`src/rtl/multi_button_autorepeat.sv`:
```
// Multi-channel push-button front end: per-channel synchronizer, debouncer and
// press / hold / auto-repeat pulse generator, plus a registered any-pulse flag.
module multi_button_autorepeat #(
    parameter int N_CH              = 4,
    parameter int N_DEBOUNCER_DELAY = 10,
    parameter int N_HOLD_DELAY      = 20,
    parameter int N_REPEAT_SLOW     = 5,
    parameter int N_REPEAT_FAST     = 2,
    parameter int N_ACCEL_COUNT     = 3
) (
    input  logic            clk,
    input  logic            resetN,
    input  logic [N_CH-1:0] PushButton,
    input  logic [N_CH-1:0] repeat_en,
    output logic [N_CH-1:0] IncPulse_out,
    output logic [N_CH-1:0] BtnLevel_out,
    output logic            AnyPulse_out
);
    localparam int DW = $clog2(N_DEBOUNCER_DELAY + 1);
    localparam int HW = $clog2(N_HOLD_DELAY + 1);
    localparam int PW = $clog2(N_REPEAT_SLOW + 1);
    // Repeat count saturates one above N_ACCEL_COUNT, which marks fast mode.
    localparam int AW = $clog2(N_ACCEL_COUNT + 2);

    localparam logic [1:0] S_IDLE   = 2'd0;
    localparam logic [1:0] S_HOLD   = 2'd1;
    localparam logic [1:0] S_REPEAT = 2'd2;
    localparam logic [1:0] S_LOCKED = 2'd3;

    logic any_q;

    for (genvar c = 0; c < N_CH; c++) begin : g_ch
        logic          sync1_q, s_q;
        logic [DW-1:0] deb_cnt_q, deb_cnt_d;
        logic          level_q, level_d;
        logic [1:0]    state_q, state_d;
        logic [HW-1:0] hold_cnt_q, hold_cnt_d;
        logic [PW-1:0] per_cnt_q, per_cnt_d;
        logic [AW-1:0] rep_cnt_q, rep_cnt_d;
        logic          pulse_q, pulse_d;
        logic          rise, fall, fast;

        always_comb begin
            deb_cnt_d = '0;
            level_d   = level_q;
            if (s_q != level_q) begin
                if (deb_cnt_q == DW'(N_DEBOUNCER_DELAY - 1)) begin
                    level_d = ~level_q;
                end else begin
                    deb_cnt_d = deb_cnt_q + DW'(1);
                end
            end
        end

        assign rise = level_d & ~level_q;
        assign fall = ~level_d & level_q;
        assign fast = (rep_cnt_q > AW'(N_ACCEL_COUNT));

        // Release has priority over every other event, including a due pulse.
        always_comb begin
            state_d    = state_q;
            hold_cnt_d = hold_cnt_q;
            per_cnt_d  = per_cnt_q;
            rep_cnt_d  = rep_cnt_q;
            pulse_d    = 1'b0;
            if (fall) begin
                state_d    = S_IDLE;
                hold_cnt_d = '0;
                per_cnt_d  = '0;
                rep_cnt_d  = '0;
            end else begin
                case (state_q)
                    S_IDLE: begin
                        if (rise) begin
                            pulse_d    = 1'b1;
                            hold_cnt_d = '0;
                            state_d    = repeat_en[c] ? S_HOLD : S_LOCKED;
                        end
                    end
                    S_HOLD: begin
                        if (!repeat_en[c]) begin
                            state_d    = S_LOCKED;
                            hold_cnt_d = '0;
                        end else if (hold_cnt_q == HW'(N_HOLD_DELAY - 1)) begin
                            pulse_d    = 1'b1;
                            state_d    = S_REPEAT;
                            hold_cnt_d = '0;
                            per_cnt_d  = '0;
                            rep_cnt_d  = AW'(1);
                        end else begin
                            hold_cnt_d = hold_cnt_q + HW'(1);
                        end
                    end
                    S_REPEAT: begin
                        if (!repeat_en[c]) begin
                            state_d   = S_LOCKED;
                            per_cnt_d = '0;
                            rep_cnt_d = '0;
                        end else if (per_cnt_q == (fast ? PW'(N_REPEAT_FAST - 1)
                                                        : PW'(N_REPEAT_SLOW - 1))) begin
                            pulse_d   = 1'b1;
                            per_cnt_d = '0;
                            if (!fast) rep_cnt_d = rep_cnt_q + AW'(1);
                        end else begin
                            per_cnt_d = per_cnt_q + PW'(1);
                        end
                    end
                    default: ;
                endcase
            end
        end

        always_ff @(posedge clk or negedge resetN) begin
            if (!resetN) begin
                sync1_q    <= 1'b0;
                s_q        <= 1'b0;
                deb_cnt_q  <= '0;
                level_q    <= 1'b0;
                state_q    <= S_IDLE;
                hold_cnt_q <= '0;
                per_cnt_q  <= '0;
                rep_cnt_q  <= '0;
                pulse_q    <= 1'b0;
            end else begin
                sync1_q    <= PushButton[c];
                s_q        <= sync1_q;
                deb_cnt_q  <= deb_cnt_d;
                level_q    <= level_d;
                state_q    <= state_d;
                hold_cnt_q <= hold_cnt_d;
                per_cnt_q  <= per_cnt_d;
                rep_cnt_q  <= rep_cnt_d;
                pulse_q    <= pulse_d;
            end
        end

        assign IncPulse_out[c] = pulse_q;
        assign BtnLevel_out[c] = level_q;
    end

    always_ff @(posedge clk or negedge resetN) begin
        if (!resetN) any_q <= 1'b0;
        else         any_q <= |IncPulse_out;
    end

    assign AnyPulse_out = any_q;
endmodule

```
`config.mk`:
```
export PLATFORM = sky130hd
export DESIGN_NAME = multi_button_autorepeat
export DESIGN_NICKNAME = d
export VERILOG_FILES = /design/src/rtl/multi_button_autorepeat.sv
export SDC_FILE = /design/constraint.sdc
export NUM_CORES = 1
export LEC_CHECK = 0
export CORE_AREA = 2 2 99 101
export CTS_CLUSTER_DIAMETER = 50
export DETAILED_ROUTE_END_ITERATION = 12
export DIE_AREA = 0 0 101 103
export GPL_TIMING_DRIVEN = 0
export PLACE_DENSITY_LB_ADDON = 0.08
export SETUP_SLACK_MARGIN = 0.02
export SYNTH_ARGS = -nofsm -noshare
export SYNTH_HDL_FRONTEND = slang
export SYNTH_SLANG_ARGS = --single-unit
export TNS_END_PERCENT = 20
```
`constraint.sdc`:
```
create_clock -name clk -period 3.3 [get_ports clk]
set_clock_uncertainty 0.1 [all_clocks]
set_input_delay 0.66 -clock clk [delete_from_list [all_inputs] [get_ports clk]]
set_output_delay 0.66 -clock clk [all_outputs]
set_load 0.01 [all_outputs]
```
# Word-level counts from Yosys, hierarchy flattened
# Index checks and enable logic that the tools add are counted.
# W data, S select, Z words.
[classes]
addsub = 16
n_lt_le_gt_ge = 4
n_eq_ne = 52
muxes = 148
bitwise = 16
reduce_logical = 33
[op_table]
columns = ["operator", "count"]
rows = [
  ["$mux W3", 48],
  ["$mux W5", 16],
  ["$mux W2", 24],
  ["$ne A3 B3 Y1 const B", 16],
  ["$ne A4 B4 Y1 const B", 12],
  ["$pmux W3 S2", 8],
  ["$pmux W5 S2", 4],
  ["$mux W1", 32],
  ["$mux W4", 8],
  ["$add A3 B1 Y3 const B", 8],
  ["$pmux W2 S3", 4],
  ["$reduce_bool A3 Y1", 8],
  ["$add A5 B1 Y5 const B", 4],
  ["$eq A5 B5 Y1 const B", 4],
  ["$reduce_and A5 Y1", 4],
  ["$add A4 B1 Y4 const B", 4],
  ["$eq A4 B4 Y1 const B", 4],
  ["$reduce_and A4 Y1", 4],
  ["$reduce_bool A4 Y1", 4],
  ["$eq A3 B3 Y1", 4],
  ["$gt A3 B2 Y1 const B", 4],
  ["$pmux W1 S3", 4],
  ["$reduce_and A3 Y1", 4],
  ["$and A1 B1 Y1", 8],
  ["other kinds (7)", 29],
]
[totals]
ff_bits = 85
inputBits = 10
wordCells = 306

# Logic depth before layout (Yosys ltp)
# Gate-level depths: netlist (run 1).
[logic_depth]
word_depth = 7
ltp_mapped = 11
mapped_depth_nobuf = 11

# Worst setup path after synthesis (run 1)
# Ideal clock, no wire load.
[synth_path]
path_type = "flip-flop to flip-flop"
startpoint = "register g_ch[2].deb_cnt_q[2]"
endpoint = "register g_ch[2].rep_cnt_q[0]"
arrival_time_ns = 2.367
t_required_ns = 3.075
setup_slack_ns = 0.708
path_stages_with_launch = 12
synth_period_minus_slack_ns = 2.592
path_cell_list = "dfrtp_1 > inv_1 > nand2_1 > nor3b_1 > nor2_1 > a21oi_1 > ha_1 > clkbuf_1 > nand3b_1 > nor3_2 > or3_4 > mux2_4"
[synth_between]
elab_chain_cells = 7
elab_cells_between_ends = 12
classes_between = "eq/ne (5); mux (3); bitwise (2); reduce/logical (2)"
[synth_rtl]
columns = ["item", "line_no", "text"]
rows = [
  ["start: declaration", "34", "logic [DW-1:0] deb_cnt_q, deb_cnt_d;"],
  ["start signal: assignment", "127", "deb_cnt_q <= deb_cnt_d;"],
  ["$eq A4 B4 Y1 *", "47", "if (deb_cnt_q == DW'(N_DEBOUNCER_DELAY - 1)) begin"],
  ["$mux W1 *", "47", ""],
  ["$mux W1 *", "46", "if (s_q != level_q) begin"],
  ["$not A1 Y1 *", "56", "assign fall = ~level_d & level_q;"],
  ["$and A1 B1 Y1 *", "56", ""],
  ["$ne A4 B4 Y1 (no line) (tied with other cells)", "--", ""],
  ["$reduce_and A5 Y1 (no line)", "--", ""],
  ["end signal: assignment", "132", "rep_cnt_q <= rep_cnt_d;"],
  ["end: declaration", "39", "logic [AW-1:0] rep_cnt_q, rep_cnt_d;"],
]
# Every way passes the cells marked *; elsewhere a longest branch is shown, timed or not.
# A chain may end at the register's enable or synchronous reset.

# Worst setup path after layout (run 1)
# Same ends and word-level chain as after synthesis.

==> results.cfg, run 1 <==
[run_status]
outcome = finished, final reports clean

[power_and_ir_drop]
switchingPower_uw = 1410
p_clk_share_pct = 22.0
switching_share_pct = 37.6
max-vdd-ir-drop_uv = 288
p_int_uw = 2350
combPwrFrac_pct = 40.2
p_leak_uw = 0.00257
seqPwrFrac_pct = 37.9
power.total_uw = 3770
p_per_area_nw_per_um2 = 670

[critical_path]
crit_type = reg2reg
endpoint_kind = register
required_ns = 3.43
cp_num_buf_inv = 2
arrival_ns = 3.04
crit_path_top_delay_cell = or3_4
crit_end = g_ch[2].rep_cnt_q[0]$_DFFE_PN0P_
r2r-start = g_ch[2].deb_cnt_q[2]$_DFF_PN0_
critical_path.startpoint_type = register
cp_num_cells = 11
slowest_delay_ns = 0.40
reg2reg_to = g_ch[2].rep_cnt_q[0]$_DFFE_PN0P_
worstPathCellList = inv_1 > nand2_1 > nor3b_1 > nor2_1 > a21oi_1 > ha_1 > clkbuf_1 > nand3b_1 > nor3_2 > or3_4 > mux2_4
critPathMaxFanout = 9
r2r_slack_ns = 0.39
critPathTopFamily = simple AND/OR/NAND/NOR gates
cp-startpoint = g_ch[2].deb_cnt_q[2]$_DFF_PN0_
reg2reg_depth = 11

[cts]
hold_buffers = 0
tritoncts = done
cts-htree-levels = 3
insertion_delay_ns = 0.35
clock_path_buffers = 2
clockRootBuffer = clkbuf_8
clk_pin_slew_ns = 0.09
cts_setup_buffers = 0
cts_num_sinks = 85
numCtsBuffers = 9
cts_resized = 0

[timing]
timing.hold.ws_ns = 0.0921
slew-limit-headroom_pct = 40.2
rsz0062_at_grt = false
finalCriticalPeriod_ns = 2.91
tightestPinTransition_ns = 0.889
setup_viol = 0
hold_viol_final = 0
clock.fmax_mhz = 344
slew_violations = 0
tns_ns = 0
post-route-period-util_pct = 88.2

[synthesis]
synth_nets = 570
yosys_warnings = 0
synth_cell_types = 61
synth_area_leaders = dfrtp_1 42%, ha_1 11%, o21ai_0 4.2%
synth_top_cell_area_share_pct = 42.1
netlist_instances = 514
synth_area_per_cell_um2 = 9.82
syn_area_um2 = 5050
synth_commonest_cells = 85 x dfrtp_1, 55 x nand2_1, 46 x ha_1
yosys.area.top_type = dfrtp_1
synth-seq-cells = 85
synth-main-ff-cell = dfrtp_1
synth_edf_count = 0
async_flop_share_pct = 100
yosysSeqAreaShare_pct = 42.1
synth_most_common_cell = dfrtp_1

[global_routing]
grt_pass1_vias = 3576
grt_first_pass_wirelength_um = 15800
grt_use_total_pct = 18.7
gr-total-overflow = 0
antenna_found_initial = 0
grt_max_degree = 66

[routing]
wl_met3_um = 177
detailroute.wirelength.met2_um = 4070
first_pass_iters = 4
highest-signal-layer = met4
route.detailed.drc = 0
wl_met1_um = 4350
ant_nets = 0
vias = 3669
drt_iter0_drc = 182
routed_via_density = 5.53
wl_um = 8680
wl_per_cell_um = 13.1

[place]
dp.cells = 647
numPortBuffers = 18
dp_hpwl_um = 6330
place_congestion = 0.768

[die]
dieArea_um2 = 10400
die_h_um = 103
initial_core_util_pct = 53.4
io_pins = 19
core-area_um2 = 9460
rows = 36
die_w_um = 101

[cells_and_area]
fin_util_pct = 59.4
final_cells = 663
drive_above_1_share_pct = 10.0
syn2layout_area_growth_pct = 11.4
final_nets = 600
antenna_cells = 0

[flow_run]
max-cap-violations = 0

[min_path]
worstHoldPathType = in2async
==> cell families (layout without fill, tap and decap cells) <==
logic type | after synthesis | after routing | synth area share (%)
AOI/OAI and AO/OA | 115 | 115 | 15.5
buffers and inverters | 54 | 89 | 4.73
muxes | 14 | 14 | 3.22
xor gates and xnor gates | 14 | 14 | 2.43
DFF | 85 | 85 | 42.1
adders and majority gates | 46 | 46 | 11.4
and+or+nand+nor | 186 | 186 | 20.6
==> how the worst min path moves through the flow <==
stage | startpoint | to | slack [ns] | depth (start not counted)
after floorplan | g_ch[0].sync1_q$_DFF_PN0_ | g_ch[0].s_q$_DFF_PN0_ | 0.23 | 0
after global placement | g_ch[2].sync1_q$_DFF_PN0_ | g_ch[2].s_q$_DFF_PN0_ | 0.24 | 0
after detailed placement | g_ch[0].sync1_q$_DFF_PN0_ | g_ch[0].s_q$_DFF_PN0_ | 0.24 | 0
after CTS | resetN | g_ch[2].deb_cnt_q[3]$_DFF_PN0_ | 0.08 | 1
after global routing | resetN | g_ch[2].deb_cnt_q[3]$_DFF_PN0_ | 0.09 | 1
final | resetN | g_ch[2].per_cnt_q[1]$_DFFE_PN0P_ | 0.09 | 1
==> registers in the layout (all words and copies together), names as in the netlist <==
name and cells:
g_ch.state_q 8, g_ch.level_q 4, g_ch.per_cnt_q 12, g_ch.sync1_q 4
g_ch.pulse_q 4, AnyPulse_out 1, g_ch.deb_cnt_q 16, g_ch.rep_cnt_q 12
g_ch.s_q 4, g_ch.hold_cnt_q 20
==> metrics by stage <==
stage	area, µm²	worst slack, ns
4_1_cts	5620	0.390
5_1_grt	5620	0.0967
2_1_floorplan	5050	0.708
6_report	5620	0.391
3_3_place_gp	5370	-1.66
3_5_place_dp	5400	0.414
==> layout by cell type (no fill, tap or decap), types with 10 or more instances in the layout <==
cell type        count
nand2_1             55
nand3b_1            15
nor2_1              35
nand2b_1            12
dfrtp_1             85
ha_1                46
a21oi_1             19
buf_4               10
clkdlybuf4s50_1     17
clkbuf_8            10
inv_1               41
nor2b_1             11
nand3_1             11
o21ai_0             42
o31ai_1             11
==> layout make-up <==
class                           instances  area (µm²)
Buffer                                 13        85.1
Tap cell                              114         143
Fill cell                             824        3840
Timing Repair Buffer                   19         205
Inverter                               41         154
Clock buffer                           11         141
Sequential cell                        85        2130
Clock inverter                          5        83.8
Multi-Input combinational cell        375        2680
==> power groups by stage <==
stage	Clock (µW)	Combinational [µW]	Sequential [µW]
floorplan	0	1220	1400
global placement	0	1470	1440
detailed placement	0	1510	1450
CTS	857	1520	1430
global route	902	1750	1460
finish	827	1510	1430
==> routing by layer <==
| layer | GRT usage (%) | vias up |
|---|---|---|
| li1 | - | 1882 |
| met1 | 24.8 | 1749 |
| met2 | 30.9 | 33 |
| met3 | 3.39 | 5 |
| met4 | 6.96 | 0 |
| met5 | 0 | - |
(Power assumes the default switching activity.)
==> run 2, diff against run 1 <==
- SETUP_SLACK_MARGIN: 0.02 -> default
==> results of run 2 <==
No change in the layout: final DEF, timing and power equal those of run 1.
